--- config.mk ---
export PLATFORM = sky130hd
export DESIGN_NAME = sd_spi_master
export DESIGN_NICKNAME = d
export VERILOG_FILES = /design/src/rtl/sd_spi_master.sv
export SDC_FILE = /design/constraint.sdc
export NUM_CORES = 1
export LEC_CHECK = 0
export ABC_AREA = 1
export BUFFER_PORTS_ARGS = -buffer_cell sky130_fd_sc_hd__buf_4
export CAP_MARGIN = 25
export CORE_MARGIN = 2
export CORE_UTILIZATION = 50
export CTS_BUF_LIST = sky130_fd_sc_hd__clkbuf_4
export DETAILED_ROUTE_END_ITERATION = 12
export GPL_TIMING_DRIVEN = 0
export PLACE_DENSITY = 0.83
export SLEW_MARGIN = 5
export SYNTH_ARGS = -nofsm -noshare
export SYNTH_HDL_FRONTEND = slang
export SYNTH_SLANG_ARGS = --single-unit
--- constraint.sdc ---
create_clock -name clk_i -period 4 [get_ports clk_i]
set_input_delay 0.6 -clock clk_i [delete_from_list [all_inputs] [get_ports clk_i]]
set_output_delay 0.6 -clock clk_i [all_outputs]
set_load 0.05 [all_outputs]
--- src/rtl/sd_spi_master.sv ---
// SPI mode-0 master byte engine for the SD-card path: CS control ops and
// full-duplex MSB-first byte transfers at a slow (init) or fast (data) SCLK rate.
module sd_spi_master #(
  parameter int unsigned DIV_SLOW = 64,
  parameter int unsigned DIV_FAST = 4
) (
  input  logic       clk_i,
  input  logic       reset_i,
  input  logic [1:0] op_i,
  input  logic       start_i,
  input  logic       fast_i,
  input  logic [7:0] txd_i,
  output logic       busy_o,
  output logic       done_o,
  output logic [7:0] rxd_o,
  output logic       sd_cs_o,
  output logic       sd_mosi_o,
  output logic       sd_sclk_o,
  input  logic       sd_miso_i
);

  localparam int unsigned CW = 8;
  localparam int unsigned BW = 3;
  localparam logic [1:0] OP_NOP        = 2'b00;
  localparam logic [1:0] OP_CS_ASSERT  = 2'b01;
  localparam logic [1:0] OP_CS_DEASSERT = 2'b10;
  localparam logic [1:0] OP_XFER       = 2'b11;

  typedef enum logic [1:0] {S_IDLE, S_LOW, S_HIGH, S_FIN} state_e;

  state_e        state_q, state_d;
  logic [7:0]    shreg_q, shreg_d;
  logic [BW-1:0] bitcnt_q, bitcnt_d;
  logic [CW-1:0] div_q, div_d;
  logic [CW-1:0] cnt_q, cnt_d;
  logic          cs_q, cs_d;
  logic          sclk_q, sclk_d;
  logic          mosi_q, mosi_d;
  logic          busy_q, busy_d;
  logic          done_q, done_d;
  logic [7:0]    rxd_q, rxd_d;
  logic          phase_end;

  always_ff @(posedge clk_i) begin
    if (!reset_i) begin
      state_q  <= S_IDLE;
      shreg_q  <= 8'hff;
      bitcnt_q <= '0;
      div_q    <= CW'(DIV_SLOW);
      cnt_q    <= '0;
      cs_q     <= 1'b1;
      sclk_q   <= 1'b0;
      mosi_q   <= 1'b1;
      busy_q   <= 1'b0;
      done_q   <= 1'b0;
      rxd_q    <= 8'hff;
    end else begin
      state_q  <= state_d;
      shreg_q  <= shreg_d;
      bitcnt_q <= bitcnt_d;
      div_q    <= div_d;
      cnt_q    <= cnt_d;
      cs_q     <= cs_d;
      sclk_q   <= sclk_d;
      mosi_q   <= mosi_d;
      busy_q   <= busy_d;
      done_q   <= done_d;
      rxd_q    <= rxd_d;
    end
  end

  always_comb begin
    state_d   = state_q;
    shreg_d   = shreg_q;
    bitcnt_d  = bitcnt_q;
    div_d     = div_q;
    cnt_d     = cnt_q;
    cs_d      = cs_q;
    sclk_d    = sclk_q;
    mosi_d    = mosi_q;
    busy_d    = busy_q;
    done_d    = 1'b0;
    rxd_d     = rxd_q;
    phase_end = (cnt_q == div_q - CW'(1));

    unique case (state_q)
      // The done cycle (FIN) also accepts a new request so ops can run back-to-back.
      S_IDLE, S_FIN: begin
        state_d = S_IDLE;
        busy_d  = 1'b0;
        if (start_i) begin
          unique case (op_i)
            OP_NOP: begin
              state_d = S_FIN;
              done_d  = 1'b1;
            end
            OP_CS_ASSERT: begin
              cs_d    = 1'b0;
              state_d = S_FIN;
              done_d  = 1'b1;
            end
            OP_CS_DEASSERT: begin
              cs_d    = 1'b1;
              state_d = S_FIN;
              done_d  = 1'b1;
            end
            OP_XFER: begin
              shreg_d  = txd_i;
              bitcnt_d = BW'(7);
              div_d    = fast_i ? CW'(DIV_FAST) : CW'(DIV_SLOW);
              cnt_d    = '0;
              mosi_d   = txd_i[7];
              busy_d   = 1'b1;
              state_d  = S_LOW;
            end
            default: state_d = S_IDLE;
          endcase
        end
      end
      S_LOW: begin
        cnt_d = cnt_q + CW'(1);
        if (phase_end) begin
          cnt_d   = '0;
          sclk_d  = 1'b1;
          state_d = S_HIGH;
        end
      end
      S_HIGH: begin
        cnt_d = cnt_q + CW'(1);
        // MISO is captured on the last high cycle, just before SCLK falls.
        if (phase_end) begin
          cnt_d   = '0;
          sclk_d  = 1'b0;
          shreg_d = {shreg_q[6:0], sd_miso_i};
          if (bitcnt_q == '0) begin
            rxd_d   = {shreg_q[6:0], sd_miso_i};
            mosi_d  = 1'b1;
            busy_d  = 1'b0;
            done_d  = 1'b1;
            state_d = S_FIN;
          end else begin
            bitcnt_d = bitcnt_q - BW'(1);
            mosi_d   = shreg_q[6];
            state_d  = S_LOW;
          end
        end
      end
      default: state_d = S_IDLE;
    endcase
  end

  assign busy_o    = busy_q;
  assign done_o    = done_q;
  assign rxd_o     = rxd_q;
  assign sd_cs_o   = cs_q;
  assign sd_mosi_o = mosi_q;
  assign sd_sclk_o = sclk_q;

endmodule

==> flow_metrics.py <==
metrics = {
    "sta": {
        "drv_slew": 0,
        "layout_worst_path_cycle_share_pct": 47.1,
        "finalSetupTns_ps": 0,
        "fmax_ghz": 0.531,
        "hold_viol": 0,
        "fin_crit_ps": 1880,
        "setup_viol_count_final": 0,
        "fin_hold_ws_ps": 468,
        "finalWorstSetupSlack_ps": 2120,
        "transition_time_at_the_pin_with_the_least_slew_margin_ps": 503,
        "fin_skew_ps": 17.9,
        "timing.max_slew.rel_slack_pct": 66.4,
        "rsz0062_at_grt": "false",
    },
    "floorplan": {
        "core.rowCount": 21,
        "core-area_sq_um": 3420,
        "die-area_sq_um": 4170,
        "top_level_i_o_count": 28,
        "starting_density_of_the_core_pct": 53.7,
        "die_x_um": 64.5,
        "die_height_um": 64.5,
    },
    "detailed_routing": {
        "ant_nets": 0,
        "detailedRoute.firstPassIterationCount": 4,
        "via_per_inst": 5.19,
        "postRouteWirelength_um": 4090,
        "vias": 1784,
        "drt_first_iter_violations": 116,
        "wl_per_cell_um": 11.9,
        "drc": 0,
    },
    "cells_and_area": {
        "number_of_fill_cells_in_the_layout": 318,
        "area_growth_pct": 18.6,
        "layout_commonest_cell": "sky130_fd_sc_hd__nand2_1",
        "design_area_sq_um": 2170,
        "num_antenna_cells": 0,
        "fraction_of_final_layout_cells_sized_beyond_drive_strength_1_pct": 19.8,
        "final_cell_mix": "88 x sky130_fd_sc_hd__nand2_1, 37 x sky130_fd_sc_hd__nand3_1, 35 x sky130_fd_sc_hd__dfxtp_1, 27 x sky130_fd_sc_hd__buf_4, 23 x sky130_fd_sc_hd__inv_1",
        "nets": 320,
    },
    "global_routing": {
        "grt_first_pass_wirelength_um": 6980,
        "globalRouteMet2Util_pct": 35.4,
        "grt_start_max_net_pins": 13,
        "gr-total-overflow": 0,
        "grt_pass1_vias": 1638,
        "global_route.usage.met1_pct": 25.8,
        "use_met3_pct": 6.25,
        "busiest_layer": "met2",
        "track_usage_pct": 21.6,
        "number_of_antenna_violations_at_the_first_check_in_global_routing": 0,
    },
    "clocking": {
        "cts_tree": "done",
        "clockBufferDepth": 2,
        "cts_hold_buffers": 0,
        "number_of_clock_sinks": 35,
        "worst_path_clk_slew_ps": 110,
        "post_cts_resized": 0,
        "worstSkewPairLatency_ps": 340,
        "cts_htree_levels": 2,
        "numCtsBuffers": 5,
        "cts.repair_timing.setup_buffer_count": 0,
        "cts_root_buf": "sky130_fd_sc_hd__clkbuf_4",
    },
    "pwr": {
        "power-per-cell-area_nw_per_um2": 548,
        "leakagePower_nw": 1.08,
        "worst_ir_drop_vdd_v": 0.000293,
    },
    "critical_path": {
        "timing_worst_setup_path_type": "flip-flop to flip-flop",
        "worstSetupEndpointType": "flip-flop",
        "worstPathArrival_ps": 2100,
        "crit_fanout": 9,
        "critPathLaunchType": "flip-flop",
        "cp_data_required_time_ps": 4220,
    },
    "synth": {
        "netlist_top_cells_area": "sky130_fd_sc_hd__dfxtp_1 38%, sky130_fd_sc_hd__nand2_1 18%, sky130_fd_sc_hd__nand3_1 10%",
        "mappedNetlistArea_sq_um": 1830,
        "syn-num-nets": 286,
        "synth.avg_cell_area_sq_um": 6.97,
        "synth_cell_types": 23,
        "top_cell_type_s_share_of_synthesized_area_pct": 38.2,
        "cell_taking_the_most_area_after_synthesis": "sky130_fd_sc_hd__dfxtp_1",
        "synth-seq-area-share_pct": 38.2,
        "ys_ff_latch": 35,
        "ys.warnings.count": 0,
        "syn_inst_count": 263,
    },
    "placed_design": {
        "place_congestion": 0.856,
        "place_area_sq_um": 2090,
        "dp.final_hpwl_um": 2910,
        "io_buffers": 27,
        "dpl_worst_slack_ps": 2000,
    },
    "flow_run": {
        "max_cap_violations": 0,
    },
    "worst_hold_path": {
        "holdCritPathClass": "flip-flop to flip-flop",
    },
    "status": {
        "outcome": "finished, final reports clean",
    },
}
-- synth_stat cells (all sizes together) --
| library cell | instances |
|---|---|
| nand2 | 93 |
| nand3 | 39 |
| dfxtp | 35 |
| inv | 26 |
| nor2 | 22 |
| a21oi | 13 |
| o21ai | 9 |
| ha | 8 |
| buf | 5 |
| nand4 | 4 |
| clkbuf | 3 |
| or2 | 3 |
| xor2 | 2 |
| a21boi | 1 |
-- area by class of cell --
cell class	count	area, sq um	share of cell area [%]
timing repair buffer	27	203	9.32
clock buffer	5	37.5	1.73
sequential	35	701	32.2
inverter	26	97.6	4.49
tap	46	57.6	2.65
buffer	8	52.6	2.42
multi-input combinational	194	982	45.2
clock inverter	3	43.8	2.01
-- state kept, by name, summed over array words and instances, names as in the netlist --
name / flops
div_q: 2
sd_sclk_o: 1
busy_o: 1
sd_mosi_o: 1
done_o: 1
shreg_q: 7
cnt_q: 8
state_q: 2
rxd_o: 8
bitcnt_q: 3
sd_cs_o: 1
-- routing by layer --
metal / wire (um) / vias up
li1: - / 907
met1: 1800 / 792
met2: 1890 / 72
met3: 325 / 13
met4: 78 / 0
met5: 0 / -
-- metrics by stage --
stage | std cells | util [%] | power [W]
final | 344 | 63.7 | 0.00119
after CTS | 344 | 63.7 | 0.00119
after global routing | 344 | 63.7 | 0.00127
after floorplan | 263 | - | 0.000822
after global placement | 336 | 61.3 | 0.000923
after detailed placement | 336 | 61.3 | 0.000935
-- critical path, cell delays in order (launching register included) --
cell	delay (ps)
sky130_fd_sc_hd__dfxtp_1	370
sky130_fd_sc_hd__inv_1	60
sky130_fd_sc_hd__ha_1	350
sky130_fd_sc_hd__inv_2	80
sky130_fd_sc_hd__nor2_2	90
sky130_fd_sc_hd__nor2_2	320
sky130_fd_sc_hd__nand2_1	280
sky130_fd_sc_hd__nand2_1	130
sky130_fd_sc_hd__nand3_1	80
-- kinds of logic after synthesis --
logic type	share of synthesized area, %
xor+xnor	0.956
flops	38.2
compound gates	7.03
buf+inv	8.19
fa+ha+maj	5.46
simple gates	40.1
-- where the power goes --
group          internal (W)  switching, W  leakage [nW]
registers          0.000408     0.0000370         0.286
logic              0.000169      0.000322         0.753
clock network      0.000131      0.000123        0.0452
total              0.000709      0.000482          1.08
-- worst paths after layout --
check	start	to	slack (ps)	cells past startpoint
worst min-delay path	bitcnt_q[2]	bitcnt_q[2]	470	2
worst max-delay path	state_q[0]	shreg_q[1]	2120	8
worst max register to register	state_q[0]	shreg_q[1]	2120	8
worst min register to register	bitcnt_q[2]	bitcnt_q[2]	470	2
Power figures use the tool's default switching activity.
